<file path="src/rtl/axis_packetizer_if.sv">
// -----------------------------------------------------------------------------
// axis_packetizer_if
//
// Purpose:
//   AXI4-Stream bundle shared by the packetizer's input and output sides.
//
// Signals:
//   tdata  [DATA_WIDTH-1:0]  beat data
//   tuser  [USER_WIDTH-1:0]  sideband, carried through unchanged
//   tlast                    last beat of a packet (output side only)
//   tvalid                   beat valid (source -> sink)
//   tready                   sink can accept (sink -> source)
//
// Modports:
//   master  used by the block that sources beats (drives tdata/tuser/tlast/tvalid)
//   slave   used by the block that sinks beats (drives tready). The upstream
//           core's stream carries no packet framing, so the slave view omits tlast.
// -----------------------------------------------------------------------------
interface axis_packetizer_if #(
    parameter int DATA_WIDTH = 32,
    parameter int USER_WIDTH = 8
);
    logic [DATA_WIDTH-1:0] tdata;
    logic [USER_WIDTH-1:0] tuser;
    logic                  tlast;
    logic                  tvalid;
    logic                  tready;

    modport master (
        output tdata,
        output tuser,
        output tlast,
        output tvalid,
        input  tready
    );

    modport slave (
        input  tdata,
        input  tuser,
        input  tvalid,
        output tready
    );
endinterface

</file>
<file path="src/rtl/axis_packetizer.sv">
// -----------------------------------------------------------------------------
// axis_packetizer
//
// Purpose:
//   Regroups an unterminated AXI4-Stream of beats into fixed-length packets by
//   marking every cfg_pkt_len-th beat with TLAST. Beats pass through a small
//   first-word-fall-through FIFO so short bursts of downstream backpressure do
//   not stall the upstream core. Completed output packets are counted.
//
// Ports:
//   ACLK            in   clock, all logic on the rising edge
//   ARESETN         in   synchronous active-low reset
//   cfg_enable      in   1 = accept input; 0 = stop at the next packet boundary
//   cfg_pkt_len     in   beats per packet (0 behaves as 1)
//   s_axis          slave  input stream  (tdata, tuser, tvalid / tready)
//   m_axis          master output stream (tdata, tuser, tlast, tvalid / tready)
//   stat_pkt_count  out  packets fully emitted, wraps at 2^32
//   stat_busy       out  FSM not idle, or beats still buffered
// -----------------------------------------------------------------------------
module axis_packetizer #(
    parameter int DATA_WIDTH = 32,
    parameter int USER_WIDTH = 8,
    parameter int LEN_WIDTH  = 16,
    parameter int FIFO_DEPTH = 16
) (
    input  logic                 ACLK,
    input  logic                 ARESETN,
    input  logic                 cfg_enable,
    input  logic [LEN_WIDTH-1:0] cfg_pkt_len,
    axis_packetizer_if.slave     s_axis,
    axis_packetizer_if.master    m_axis,
    output logic [31:0]          stat_pkt_count,
    output logic                 stat_busy
);

    // Address bits index the storage; the extra pointer MSB tells a full FIFO
    // apart from an empty one when the address bits are equal.
    localparam int ADDR_WIDTH = $clog2(FIFO_DEPTH);
    localparam int PTR_WIDTH  = ADDR_WIDTH + 1;

    typedef enum logic [1:0] {
        IDLE     = 2'd0,
        RUN      = 2'd1,
        STOPPING = 2'd2
    } state_t;

    typedef struct packed {
        logic                  last;
        logic [USER_WIDTH-1:0] user;
        logic [DATA_WIDTH-1:0] data;
    } fifo_word_t;

    // ------------------------------------------------------------------
    // State
    // ------------------------------------------------------------------
    state_t                 state;
    logic [PTR_WIDTH-1:0]   wrPtr;
    logic [PTR_WIDTH-1:0]   rdPtr;
    logic [LEN_WIDTH-1:0]   beatCnt;
    logic [LEN_WIDTH-1:0]   lenQ;
    fifo_word_t             fifoMem [FIFO_DEPTH];

    // Registered output stage: always holds a copy of the FIFO head.
    logic                   mValid;
    fifo_word_t             mWord;
    logic [31:0]            pktCount;

    // ------------------------------------------------------------------
    // Next-state datapath
    // ------------------------------------------------------------------
    logic                   fifoFull;
    logic                   sReady;
    logic                   inFire;
    logic                   outFire;
    logic [LEN_WIDTH-1:0]   cfgLen;
    logic [LEN_WIDTH-1:0]   curLen;
    logic                   beatLast;
    logic [LEN_WIDTH-1:0]   beatCntNext;
    logic [PTR_WIDTH-1:0]   wrPtrNext;
    logic [PTR_WIDTH-1:0]   rdPtrNext;
    logic                   emptyNext;
    fifo_word_t             inWord;
    fifo_word_t             headNext;

    assign fifoFull = (wrPtr[PTR_WIDTH-1] != rdPtr[PTR_WIDTH-1]) &&
                      (wrPtr[ADDR_WIDTH-1:0] == rdPtr[ADDR_WIDTH-1:0]);

    // Decoded from registers only, so there is no combinational path from
    // any input to s_axis.tready.
    assign sReady  = (state != IDLE) && !fifoFull;
    assign inFire  = s_axis.tvalid && sReady;
    assign outFire = mValid && m_axis.tready;

    // NOTE: every signal assigned in this block gets a default at the top, so
    // no path leaves one unassigned and no latch is inferred.
    always_comb begin
        cfgLen      = (cfg_pkt_len == '0) ? LEN_WIDTH'(1) : cfg_pkt_len;
        curLen      = lenQ;
        beatLast    = 1'b0;
        beatCntNext = beatCnt;
        wrPtrNext   = wrPtr;
        rdPtrNext   = rdPtr;
        emptyNext   = 1'b1;
        inWord      = '0;
        headNext    = '0;

        // The first beat of a packet uses the length being latched right now,
        // so a new cfg_pkt_len applies from the very first beat of a packet
        // and never mid-packet.
        if (beatCnt == '0) begin
            curLen = cfgLen;
        end
        beatLast = (beatCnt == (curLen - LEN_WIDTH'(1)));

        inWord.last = beatLast;
        inWord.user = s_axis.tuser;
        inWord.data = s_axis.tdata;

        if (inFire) begin
            beatCntNext = beatLast ? '0 : (beatCnt + LEN_WIDTH'(1));
            wrPtrNext   = wrPtr + PTR_WIDTH'(1);
        end
        if (outFire) begin
            rdPtrNext = rdPtr + PTR_WIDTH'(1);
        end

        emptyNext = (wrPtrNext == rdPtrNext);

        // Head after this edge: the word being written bypasses the storage
        // when it lands exactly at the next read position (FIFO was empty, or
        // its only word is being popped now).
        if (!emptyNext) begin
            if (inFire && (wrPtr == rdPtrNext)) begin
                headNext = inWord;
            end else begin
                headNext = fifoMem[rdPtrNext[ADDR_WIDTH-1:0]];
            end
        end
    end

    // ------------------------------------------------------------------
    // FIFO storage
    // ------------------------------------------------------------------
    // NOTE: the storage array has no reset; emptiness is defined by the
    // pointers alone, and leaving it unreset lets it map onto plain RAM/LUTs.
    always_ff @(posedge ACLK) begin
        if (inFire) begin
            fifoMem[wrPtr[ADDR_WIDTH-1:0]] <= inWord;
        end
    end

    // ------------------------------------------------------------------
    // FSM, pointers, beat counter, output stage and packet counter
    // ------------------------------------------------------------------
    // NOTE: all state here is updated with non-blocking assignments so every
    // register samples the pre-edge values, independent of statement order.
    always_ff @(posedge ACLK) begin
        if (!ARESETN) begin
            state    <= IDLE;
            wrPtr    <= '0;
            rdPtr    <= '0;
            beatCnt  <= '0;
            lenQ     <= '0;
            mValid   <= 1'b0;
            mWord    <= '0;
            pktCount <= '0;
        end else begin
            // Stopping is judged on the count after this edge's beat, so a
            // beat accepted in the same cycle cfg_enable falls is still
            // closed out with TLAST before the input shuts.
            case (state)
                IDLE: begin
                    if (cfg_enable) begin
                        state <= RUN;
                    end
                end
                RUN: begin
                    if (!cfg_enable) begin
                        state <= (beatCntNext == '0) ? IDLE : STOPPING;
                    end
                end
                STOPPING: begin
                    // cfg_enable is deliberately ignored until the open
                    // packet has received its TLAST beat.
                    if (beatCntNext == '0) begin
                        state <= IDLE;
                    end
                end
                default: begin
                    state <= IDLE;
                end
            endcase

            wrPtr   <= wrPtrNext;
            rdPtr   <= rdPtrNext;
            beatCnt <= beatCntNext;

            if (inFire && (beatCnt == '0)) begin
                lenQ <= cfgLen;
            end

            mValid <= !emptyNext;
            mWord  <= headNext;

            if (outFire && mWord.last) begin
                pktCount <= pktCount + 32'd1;
            end
        end
    end

    // ------------------------------------------------------------------
    // Outputs
    // ------------------------------------------------------------------
    assign s_axis.tready  = sReady;

    assign m_axis.tvalid  = mValid;
    assign m_axis.tdata   = mWord.data;
    assign m_axis.tuser   = mWord.user;
    assign m_axis.tlast   = mWord.last;

    assign stat_pkt_count = pktCount;
    assign stat_busy      = (state != IDLE) || mValid;

endmodule
</file>
<file path="src/flat_wrapper.sv">
// flat-port wrapper written by rule: the top's interface ports become plain ports
module axis_packetizer_flat 
#(
    parameter int DATA_WIDTH = 32,
    parameter int USER_WIDTH = 8,
    parameter int LEN_WIDTH  = 16,
    parameter int FIFO_DEPTH = 16
)
  (ACLK, ARESETN, cfg_enable, cfg_pkt_len, stat_pkt_count, stat_busy, s_axis_tdata, s_axis_tuser, s_axis_tvalid, s_axis_tready, m_axis_tdata, m_axis_tuser, m_axis_tlast, m_axis_tvalid, m_axis_tready);
  axis_packetizer_if #(.DATA_WIDTH(DATA_WIDTH), .USER_WIDTH(USER_WIDTH)) s_axis_i ();
  axis_packetizer_if #(.DATA_WIDTH(DATA_WIDTH), .USER_WIDTH(USER_WIDTH)) m_axis_i ();
  input  logic ACLK;
  input  logic ARESETN;
  input  logic cfg_enable;
  input  logic [LEN_WIDTH-1:0] cfg_pkt_len;
  output logic [31:0] stat_pkt_count;
  output logic stat_busy;
  input wire logic [$bits(s_axis_i.tdata)-1:0] s_axis_tdata;
  input wire logic [$bits(s_axis_i.tuser)-1:0] s_axis_tuser;
  input wire logic [$bits(s_axis_i.tvalid)-1:0] s_axis_tvalid;
  output wire logic [$bits(s_axis_i.tready)-1:0] s_axis_tready;
  output wire logic [$bits(m_axis_i.tdata)-1:0] m_axis_tdata;
  output wire logic [$bits(m_axis_i.tuser)-1:0] m_axis_tuser;
  output wire logic [$bits(m_axis_i.tlast)-1:0] m_axis_tlast;
  output wire logic [$bits(m_axis_i.tvalid)-1:0] m_axis_tvalid;
  input wire logic [$bits(m_axis_i.tready)-1:0] m_axis_tready;
  assign s_axis_i.tdata = s_axis_tdata;
  assign s_axis_i.tuser = s_axis_tuser;
  assign s_axis_i.tvalid = s_axis_tvalid;
  assign s_axis_tready = s_axis_i.tready;
  assign m_axis_tdata = m_axis_i.tdata;
  assign m_axis_tuser = m_axis_i.tuser;
  assign m_axis_tlast = m_axis_i.tlast;
  assign m_axis_tvalid = m_axis_i.tvalid;
  assign m_axis_i.tready = m_axis_tready;
  axis_packetizer #(.DATA_WIDTH(DATA_WIDTH), .USER_WIDTH(USER_WIDTH), .LEN_WIDTH(LEN_WIDTH), .FIFO_DEPTH(FIFO_DEPTH)) u_core (.ACLK(ACLK), .ARESETN(ARESETN), .cfg_enable(cfg_enable), .cfg_pkt_len(cfg_pkt_len), .s_axis(s_axis_i), .m_axis(m_axis_i), .stat_pkt_count(stat_pkt_count), .stat_busy(stat_busy));
endmodule
</file>
<file path="config.mk">
export PLATFORM = sky130hd
export DESIGN_NAME = axis_packetizer_flat
export DESIGN_NICKNAME = d
export VERILOG_FILES = /design/src/rtl/axis_packetizer_if.sv /design/src/rtl/axis_packetizer.sv /design/src/flat_wrapper.sv
export SDC_FILE = /design/constraint.sdc
export NUM_CORES = 1
export LEC_CHECK = 0
export CAP_MARGIN = 10
export CORE_MARGIN = 4
export CORE_UTILIZATION = 30
export DETAILED_ROUTE_END_ITERATION = 8
export SLEW_MARGIN = 20
export SYNTH_ARGS = -nofsm -noshare
export SYNTH_HDL_FRONTEND = slang
export SYNTH_SLANG_ARGS = --single-unit
</file>
<file path="constraint.sdc">
create_clock -name ACLK -period 15.9 [get_ports ACLK]
set_input_delay 2.385 -clock ACLK [delete_from_list [all_inputs] [get_ports ACLK]]
set_output_delay 2.385 -clock ACLK [all_outputs]
set_load 0.1 [all_outputs]
</file>
==> impl_metrics.env, run 1 <==
export IMPL_h_tree_depth=3
export IMPL_cts_root_buf="clkbuf_16"
export IMPL_power_switching_uw=1074
export IMPL_gp_congestion=0.8296
export IMPL_nets=1934
export IMPL_synth_top_area_frac=0.6377
export IMPL_worstPathRequired_ns=16.40
export IMPL_swShare=0.2375
export IMPL_p_int_uw=3449
export IMPL_avgSynthCellArea_um2=18.10
export IMPL_final_hold_viol_count=0
export IMPL_vias_per_cell=4.944
export IMPL_ys_types=66
export IMPL_cts_buffers=81
export IMPL_pwr_share_seq=0.494
export IMPL_fin_crit_ns=6.945
export IMPL_crit_type="in -> reg"
export IMPL_worst_pin_slew_ns=1.110
export IMPL_vias=16310
export IMPL_cap_violations=0
export IMPL_drt_pass1_iterations=5
export IMPL_grt_pass1_vias=17010
export IMPL_ys_top_cells_by_area="edfxtp_1 (64%), mux4_2 (15%), dfxtp_1 (7.6%)"
export IMPL_track_usage=0.1406
export IMPL_synth_seq_cells=774
export IMPL_synth_edf_count=656
export IMPL_worstPathArrival_ns=7.44
export IMPL_reg2reg_depth=15
export IMPL_fmax_ghz=0.1440
export IMPL_p_clk_frac=0.400
export IMPL_hold_path_class="reg -> reg"
export IMPL_slew_viol_final=0
export IMPL_grt_pass1_wl_mm=113.2
export IMPL_die_x_um=328.9
export IMPL_cts_tree="yes"
export IMPL_clockBufferDepth=3
export IMPL_die_area_um2=108200
export IMPL_ctsHoldBuffers=0
export IMPL_whs_ns=0.4826
export IMPL_crit_fanout=14
export IMPL_synth_fp_nets=1777
export IMPL_finClkSkew_ns=0.03730
export IMPL_wl_per_cell_um=23.23
export IMPL_hold_depth=1
export IMPL_grt_max_degree=168
export IMPL_yosys_top_cells_count="edfxtp_1 (656), mux4_2 (205), nand2_1 (151), dfxtp_1 (118), clkbuf_1 (74)"
export IMPL_cts_resized=0
export IMPL_ys_flop_type="edfxtp_1"
export IMPL_placed_area_um2=34060
export IMPL_clock_sinks=774
export IMPL_synth_largest_area_cell="edfxtp_1"
export IMPL_postCtsSetupRepairBufs=0
export IMPL_drc=0
export IMPL_synthArstFlopShare=0
export IMPL_power_density_nw_per_um2=123.7
export IMPL_worst_slack_ns=8.955
export IMPL_finalWirelength_mm=76.62
export IMPL_synth_seq_area_share=0.7142
export IMPL_finalSetupViolCount=0
export IMPL_io_pins=137
export IMPL_cp_end_kind="flop"
export IMPL_critPathLaunchType="input pin"
export IMPL_synthesis_area_um2=30890
export IMPL_drt_iter0_drc=1634
export IMPL_clock_latency_ns=0.63
export IMPL_portBuffers=136
export IMPL_netlist_instances=1707
export IMPL_comb_power_share=0.107
export IMPL_initial_core_util=0.3027
export IMPL_total_power_uw=4523
export IMPL_status="completed"
export IMPL_yosysWarnings=0
export IMPL_grt_overflow=0
export IMPL_rsz0062_at_grt="no"
export IMPL_slew_headroom=0.2579
export IMPL_die_h_um=328.9
export IMPL_synth_most_common_cell="edfxtp_1"
export IMPL_fin_crit_sh=0.4368
export IMPL_final_design_area_no_fill_um2=36570
export IMPL_syn2layout_area_growth_pct=18.39
export IMPL_drive_gt1_frac=0.1957
export IMPL_clk_pin_slew_worst_paths_ns=0.06
export IMPL_p_leak_uw=0.01184
export IMPL_detail_route_antenna_nets=0
export IMPL_antenna_found_initial=9
export IMPL_ir_drop_mv=0.06930
export IMPL_dpl_hpwl_mm=39.56
export IMPL_core_rowCount=117
export IMPL_fin_setup_tns_ns=0
export IMPL_post_place_ws_ns=8.404
export IMPL_core_um2=102000
## registers in the layout (all words and copies together), names as in the netlist
name,cells
u_core.fifoMem,656
u_core.beatCnt,16
u_core.m_axis.tuser,8
u_core.lenQ,16
u_core.m_axis.tlast,1
u_core.rdPtr,5
u_core.m_axis.tdata,32
u_core.m_axis.tvalid,1
u_core.state,2
u_core.stat_pkt_count,32
u_core.wrPtr,5
## power by group through the flow
stage / sequential (µW) / combinational (µW) / clock, µW
5_1_grt: 2230 / 516 / 1940
6_report: 2230 / 483 / 1810
4_1_cts: 2230 / 492 / 1860
3_5_place_dp: 2280 / 490 / 0
3_3_place_gp: 2280 / 484 / 0
2_1_floorplan: 2370 / 252 / 0
## final timing paths
| check | from | end | slack [ns] |
|---|---|---|---|
| setup / recovery | cfg_pkt_len[4] | u_core.state[1]$_SDFFE_PN0P_ | 8.95 |
| hold / removal | u_core.state[1]$_SDFFE_PN0P_ | u_core.state[0]$_SDFFE_PN0P_ | 0.48 |
| setup reg to reg | u_core.beatCnt[0]$_SDFF_PN0_ | u_core.state[1]$_SDFFE_PN0P_ | 10.25 |
| hold reg to reg | u_core.state[1]$_SDFFE_PN0P_ | u_core.state[0]$_SDFFE_PN0P_ | 0.48 |
## worst max-delay path, cell delays in order
cell	delay (ns)
clkdlybuf4s50_1	0.55
or4_1	0.59
or4_1	0.61
o41a_1	0.38
o21a_1	0.22
ha_1	0.22
xnor2_1	0.25
xnor2_1	0.11
a221o_1	0.28
mux2_2	0.27
o311a_1	0.35
or3b_4	0.40
or4_4	0.58
and4b_1	0.23
## stage by stage
| step | cells | util |
|---|---|---|
| after floorplan | 1707 | - |
| after global placement | 3149 | 0.3338 |
| after detailed placement | 3149 | 0.3338 |
| after CTS | 3294 | 0.3584 |
| after global routing | 3294 | 0.3583 |
| final | 3298 | 0.3584 |
## layer usage
layer | GRT usage | vias up | part of all wire
met3 | 0.03592 | 109 | 0.076
met4 | 0.02993 | 12 | 0.016
li1 | - | 7118 | -
met2 | 0.2299 | 523 | 0.49
met1 | 0.1899 | 8544 | 0.42
met5 | 0 | - | 0.0010
## layout make-up
cell class | count | area, µm²
fill | 9434 | 65460
sequential | 774 | 22060
multi-input combinational | 830 | 8647
clock buffer | 117 | 2245
tap | 1368 | 1712
timing repair buffer | 165 | 1587
clock inverter | 28 | 265.3
inverter | 12 | 45.04
antenna | 4 | 10.01
## layout by cell type, fill, tap and decap left out, types with 8 or more instances in the layout
cell type / instances
xnor2_1: 62
mux2i_1: 8
or4_1: 9
nand3_1: 30
clkinv_1: 10
clkbuf_1: 30
dfxtp_1: 118
buf_4: 28
clkinv_2: 9
a21boi_0: 16
and2_1: 38
nand2_1: 151
edfxtp_1: 656
clkdlybuf4s50_1: 132
a21oi_1: 52
nor2b_1: 10
nor3_1: 16
nand4_1: 13
xor2_1: 31
and3_1: 30
inv_1: 12
nor4_1: 9
nor2_1: 28
nor2_4: 12
clkbuf_16: 83
mux4_2: 205
ha_1: 9
## cells by family after synthesis
logic type,Yosys count,share of synthesized area
buf+inv,103,0.01284
flops,774,0.7142
mux,216,0.1531
simple gates,390,0.06392
compound gates,119,0.02507
fa+ha+maj,9,0.003646
xor+xnor,96,0.02722
Note: power is estimated with default switching activity, not from simulation.
==> run 2, diff against run 1 <==
==> constraint.sdc (replaced) <==
create_clock -name ACLK -period 6.7 [get_ports ACLK]
set_input_delay 1.005 -clock ACLK [delete_from_list [all_inputs] [get_ports ACLK]]
set_output_delay 1.005 -clock ACLK [all_outputs]
set_load 0.1 [all_outputs]
==> impl_metrics.env, run 2 (synthesis gave the netlist of run 1 again) <==
export IMPL_cts_tree="yes"
export IMPL_core_um2=102000
export IMPL_crit_type="in -> reg"
export IMPL_worst_pin_slew_ns=1.199
export IMPL_slew_viol_final=0
export IMPL_cts_buffers=81
export IMPL_fin_crit_sh=0.8212
export IMPL_drt_iter0_drc=1499
export IMPL_portBuffers=136
export IMPL_die_area_um2=108200
export IMPL_swShare=0.2395
export IMPL_crit_fanout=14
export IMPL_grt_overflow=0
export IMPL_hold_path_class="reg -> reg"
export IMPL_cts_resized=0
export IMPL_power_density_nw_per_um2=294.8
export IMPL_p_int_uw=8228
export IMPL_vias=16460
export IMPL_cap_violations=0
export IMPL_grt_pass1_vias=16890
export IMPL_comb_power_share=0.106
export IMPL_fin_crit_ns=5.502
export IMPL_io_pins=137
export IMPL_grt_pass1_wl_mm=111.4
export IMPL_finalSetupViolCount=0
export IMPL_ctsHoldBuffers=0
export IMPL_critPathLaunchType="input pin"
export IMPL_dpl_hpwl_mm=41.67
export IMPL_clk_pin_slew_worst_paths_ns=0.06
export IMPL_clock_latency_ns=0.63
export IMPL_drt_pass1_iterations=7
export IMPL_cts_root_buf="clkbuf_16"
export IMPL_rsz0062_at_grt="no"
export IMPL_postCtsSetupRepairBufs=0
export IMPL_die_x_um=328.9
export IMPL_multi_input_area_um2=8641
export IMPL_pwr_share_seq=0.490
export IMPL_clockBufferDepth=3
export IMPL_finalWirelength_mm=74.65
export IMPL_final_common_cell="edfxtp_1"
export IMPL_core_rowCount=117
export IMPL_clock_sinks=774
export IMPL_cp_end_kind="flop"
export IMPL_wl_per_cell_um=22.59
export IMPL_nets=1938
export IMPL_largest_reg_flops=656
export IMPL_fin_setup_tns_ns=0
export IMPL_total_power_uw=10820
export IMPL_ir_drop_mv=0.2759
export IMPL_vias_per_cell=4.983
export IMPL_p_leak_uw=0.01192
export IMPL_fmax_ghz=0.1817
export IMPL_final_hold_viol_count=0
export IMPL_antenna_found_initial=6
export IMPL_finClkSkew_ns=0.02946
export IMPL_status="completed"
export IMPL_nFillCells=9503
export IMPL_die_h_um=328.9
export IMPL_layout_common_cells="edfxtp_1 (656), mux4_2 (205), nand2_1 (151)"
export IMPL_gp_congestion=0.8329
export IMPL_worstPathRequired_ns=7.21
export IMPL_grt_max_degree=118
export IMPL_track_usage=0.1375
export IMPL_worstPathArrival_ns=6.02
export IMPL_ff_latch_area_um2=22060
export IMPL_power_switching_uw=2592
export IMPL_detail_route_antenna_nets=0
export IMPL_drc=0
export IMPL_h_tree_depth=3
export IMPL_p_clk_frac=0.404
export IMPL_syn2layout_area_growth_pct=18.81
export IMPL_drive_gt1_frac=0.2022
export IMPL_slew_headroom=0.1982
export IMPL_initial_core_util=0.3027
==> run 2: cell types whose count changed in the layout (fill, tap and decap cells not counted), sizes merged <==
cell           before  now
clkinv             21   38
bufinv              3    5
clkbuf            117  100
clkdlybuf4s50     132  134
diode               4    2
inv                15   17
buf                33   35
==> run 2: worst paths after layout <==
check                                     from                       endpoint  slack [ns]  cells after the start
hold / removal    u_core.lenQ[15]$_SDFFE_PN0P_   u_core.lenQ[15]$_SDFFE_PN0P_        0.48                      2
hold reg to reg   u_core.lenQ[15]$_SDFFE_PN0P_   u_core.lenQ[15]$_SDFFE_PN0P_        0.48                      2
setup reg to reg  u_core.beatCnt[0]$_SDFF_PN0_  u_core.beatCnt[12]$_SDFF_PN0_        1.34                     14
setup / recovery                cfg_pkt_len[5]  u_core.beatCnt[12]$_SDFF_PN0_        1.20                     14
==> run 2: cell type report <==
type                    instances  share of cell area
diodes                          2           0.0001364
clock buffers                 100             0.05854
clock inverters                49             0.01207
inverters                      12            0.001227
multi-input cells             830              0.2355
flip-flops and latches        774              0.6011
well taps                    1368             0.04664
repair buffers                169             0.04480
==> run 2: per-stage QoR <==
step	instances	hold slack, ns	util	cell area (µm²)	setup WS [ns]
4_1_cts	3301	0.4852	0.3594	36670	1.254
6_report	3304	0.4801	0.3597	36700	1.198
3_5_place_dp	3152	0.4773	0.3340	34080	0.5820
2_1_floorplan	1707	0.4397	-	30890	0.9013
5_1_grt	3302	0.5076	0.3596	36690	1.001
3_3_place_gp	3152	0.4691	0.3340	34080	0.6381
==> run 2: power by group through the flow <==
stage / Combinational (µW) / Sequential (µW) / Clock [µW]
after CTS: 1170 / 5300 / 4480
final: 1150 / 5300 / 4370
after global routing: 1230 / 5300 / 4690
after floorplan: 598 / 5620 / 0
after global placement: 1150 / 5400 / 0
after detailed placement: 1160 / 5400 / 0
==> run 2: routing by layer <==
| layer | up-vias | GRT usage | routed length, µm |
|---|---|---|---|
| met3 | 120 | 0.03110 | 5051 |
| met2 | 541 | 0.2241 | 36380 |
| li1 | 7133 | - | - |
| met5 | - | 0 | 30 |
| met4 | 6 | 0.03050 | 1384 |
| met1 | 8664 | 0.1887 | 31800 |
==> run 2: worst max-delay path, cell delays in order <==
cell and delay [ns]:
clkdlybuf4s50_1 0.53, or4_1 0.62, or4_1 0.61, o41a_1 0.38, o21a_1 0.22, ha_1 0.22, xnor2_1 0.25, xnor2_1 0.10
a221o_1 0.28, mux2_2 0.26, o311a_1 0.34, or3b_4 0.40, or4_4 0.58, and3_1 0.21
==> run 3, diff against run 2 <==
==> constraint.sdc (replaced) <==
create_clock -name ACLK -period 5.55 [get_ports ACLK]
set_input_delay 0.8325 -clock ACLK [delete_from_list [all_inputs] [get_ports ACLK]]
set_output_delay 0.8325 -clock ACLK [all_outputs]
set_load 0.1 [all_outputs]
==> impl_metrics.env, run 3 (synthesis gave the netlist of run 1 again) <==
export IMPL_hold_depth=1
export IMPL_clockBufferDepth=3
export IMPL_postCtsSetupRepairBufs=0
export IMPL_track_usage=0.1380
export IMPL_finalSetupViolCount=0
export IMPL_die_area_um2=108200
export IMPL_clock_latency_ns=0.67
export IMPL_vias_per_cell=4.950
export IMPL_status="completed"
export IMPL_worstPathArrival_ns=5.69
export IMPL_vias=16520
export IMPL_cts_resized=0
export IMPL_drive_gt1_frac=0.2157
export IMPL_io_pins=137
export IMPL_p_leak_uw=0.01211
export IMPL_h_tree_depth=3
export IMPL_detail_route_antenna_nets=0
export IMPL_dpl_hpwl_mm=41.88
export IMPL_cts_tree="yes"
export IMPL_reg2reg_depth=12
export IMPL_ctsHoldBuffers=0
export IMPL_grt_pass1_wl_mm=111.7
export IMPL_worst_pin_slew_ns=1.130
export IMPL_grt_overflow=0
export IMPL_fin_setup_tns_ns=0
export IMPL_clock_sinks=774
export IMPL_worstPathRequired_ns=6.05
export IMPL_critPathLaunchType="input pin"
export IMPL_grt_pass1_vias=17020
export IMPL_use_met1=0.1875
export IMPL_wl_per_cell_um=22.55
export IMPL_cp_slowest_cell="or4_1"
export IMPL_cts_root_buf="clkbuf_16"
export IMPL_final_common_cell="edfxtp_1"
export IMPL_critPathMaxStageDelay_ns=0.58
export IMPL_ff_latch_area_um2=22060
export IMPL_largest_reg_flops=656
export IMPL_slew_headroom=0.2444
export IMPL_fmax_ghz=0.1928
export IMPL_hold_path_class="reg -> reg"
export IMPL_final_hold_viol_count=0
export IMPL_syn2layout_area_growth_pct=20.10
export IMPL_core_um2=102000
export IMPL_layout_common_cells="edfxtp_1 (656), mux4_2 (205), nand2_1 (151)"
export IMPL_die_h_um=328.9
export IMPL_drt_iter0_drc=1620
export IMPL_power_density_nw_per_um2=355.7
export IMPL_drc=0
export IMPL_whs_ns=0.4759
export IMPL_finalWirelength_mm=75.26
export IMPL_ir_drop_mv=0.2615
export IMPL_path_cells="clkdlybuf4s50_1, or4_1, or4_1, o41a_1, o21a_1, ha_1, xnor2_1, xnor2_1, a221o_1, mux2_2, o311a_1, or3b_4, or4_4, and4b_1"
export IMPL_use_met2=0.2268
export IMPL_die_x_um=328.9
export IMPL_nFillCells=9407
export IMPL_fin_crit_sh=0.9343
export IMPL_final_cells=3337
export IMPL_grt_busiest_layer="met2"
export IMPL_nets=1967
export IMPL_cap_violations=0
export IMPL_final_design_area_no_fill_um2=37100
export IMPL_clk_pin_slew_worst_paths_ns=0.06
export IMPL_crit_fanout=14
export IMPL_placed_area_um2=34400
export IMPL_core_rowCount=117
export IMPL_final_util=0.3636
export IMPL_grt_max_degree=94
export IMPL_initial_core_util=0.3027
export IMPL_rsz0062_at_grt="no"
export IMPL_portBuffers=136
export IMPL_slew_viol_final=0
export IMPL_antenna_found_initial=8
export IMPL_crit_type="in -> reg"
export IMPL_grt_use_met3=0.03152
export IMPL_dp_cells=3182
export IMPL_cts_buffers=81
export IMPL_fin_crit_ns=5.186
export IMPL_drt_pass1_iterations=5
export IMPL_multi_input_area_um2=8641
export IMPL_gp_congestion=0.8811
export IMPL_finClkSkew_ns=0.05815
export IMPL_cp_end_kind="flop"
## run 3: cell count changes in the layout (fill, tap and decap cells not counted), moves of 2 or more
cell        change
inv_6           -3
buf_4          +23
clkinv_16       +2
clkinv_2        -4
clkinvlp_4      +4
buf_12          +8
## run 3: worst max-delay path: cells and delay by family
kind,cells,cell delay (ns)
xor+xnor,2,0.40
buf+inv,1,0.41
mux,1,0.26
compound gates,4,1.20
simple gates,5,2.35
fa+ha+maj,1,0.22
## run 3: final timing paths
path | from | end | slack, ns
worst max-delay path | cfg_pkt_len[5] | u_core.state[1]$_SDFFE_PN0P_ | 0.36
worst min register to register | u_core.state[1]$_SDFFE_PN0P_ | u_core.state[0]$_SDFFE_PN0P_ | 0.48
worst max register to register | u_core.beatCnt[5]$_SDFF_PN0_ | u_core.state[1]$_SDFFE_PN0P_ | 0.67
worst min-delay path | u_core.state[1]$_SDFFE_PN0P_ | u_core.state[0]$_SDFFE_PN0P_ | 0.48
## run 3: final cells by class
| cell class | count | area share |
|---|---|---|
| Antenna cell | 3 | 0.0002024 |
| Tap cell | 1368 | 0.04614 |
| Inverter | 12 | 0.001214 |
| Sequential cell | 774 | 0.5947 |
| Timing Repair Buffer | 198 | 0.05227 |
| Clock buffer | 102 | 0.05895 |
| Multi-Input combinational cell | 830 | 0.2329 |
| Clock inverter | 50 | 0.01366 |
## run 3: where the power goes
group          leakage [µW]  internal, µW  switching, µW
sequential          0.00685          6360           32.6
clock               0.00130          3070           2300
combinational       0.00395           590            838
## run 3: metal layers
metal  up-vias  wire length (µm)
met4         8              1320
met3       109              5044
met5         -                56
met2       537             36150
li1       7180                 -
met1      8685             32690
## run 3: metrics by stage
step	total power (µW)	setup WS [ns]
2_1_floorplan	7505	0.3000
3_3_place_gp	7952	-0.1177
3_5_place_dp	7963	-0.2017
4_1_cts	13350	0.4219
5_1_grt	13690	0.2749
6_report	13190	0.3644
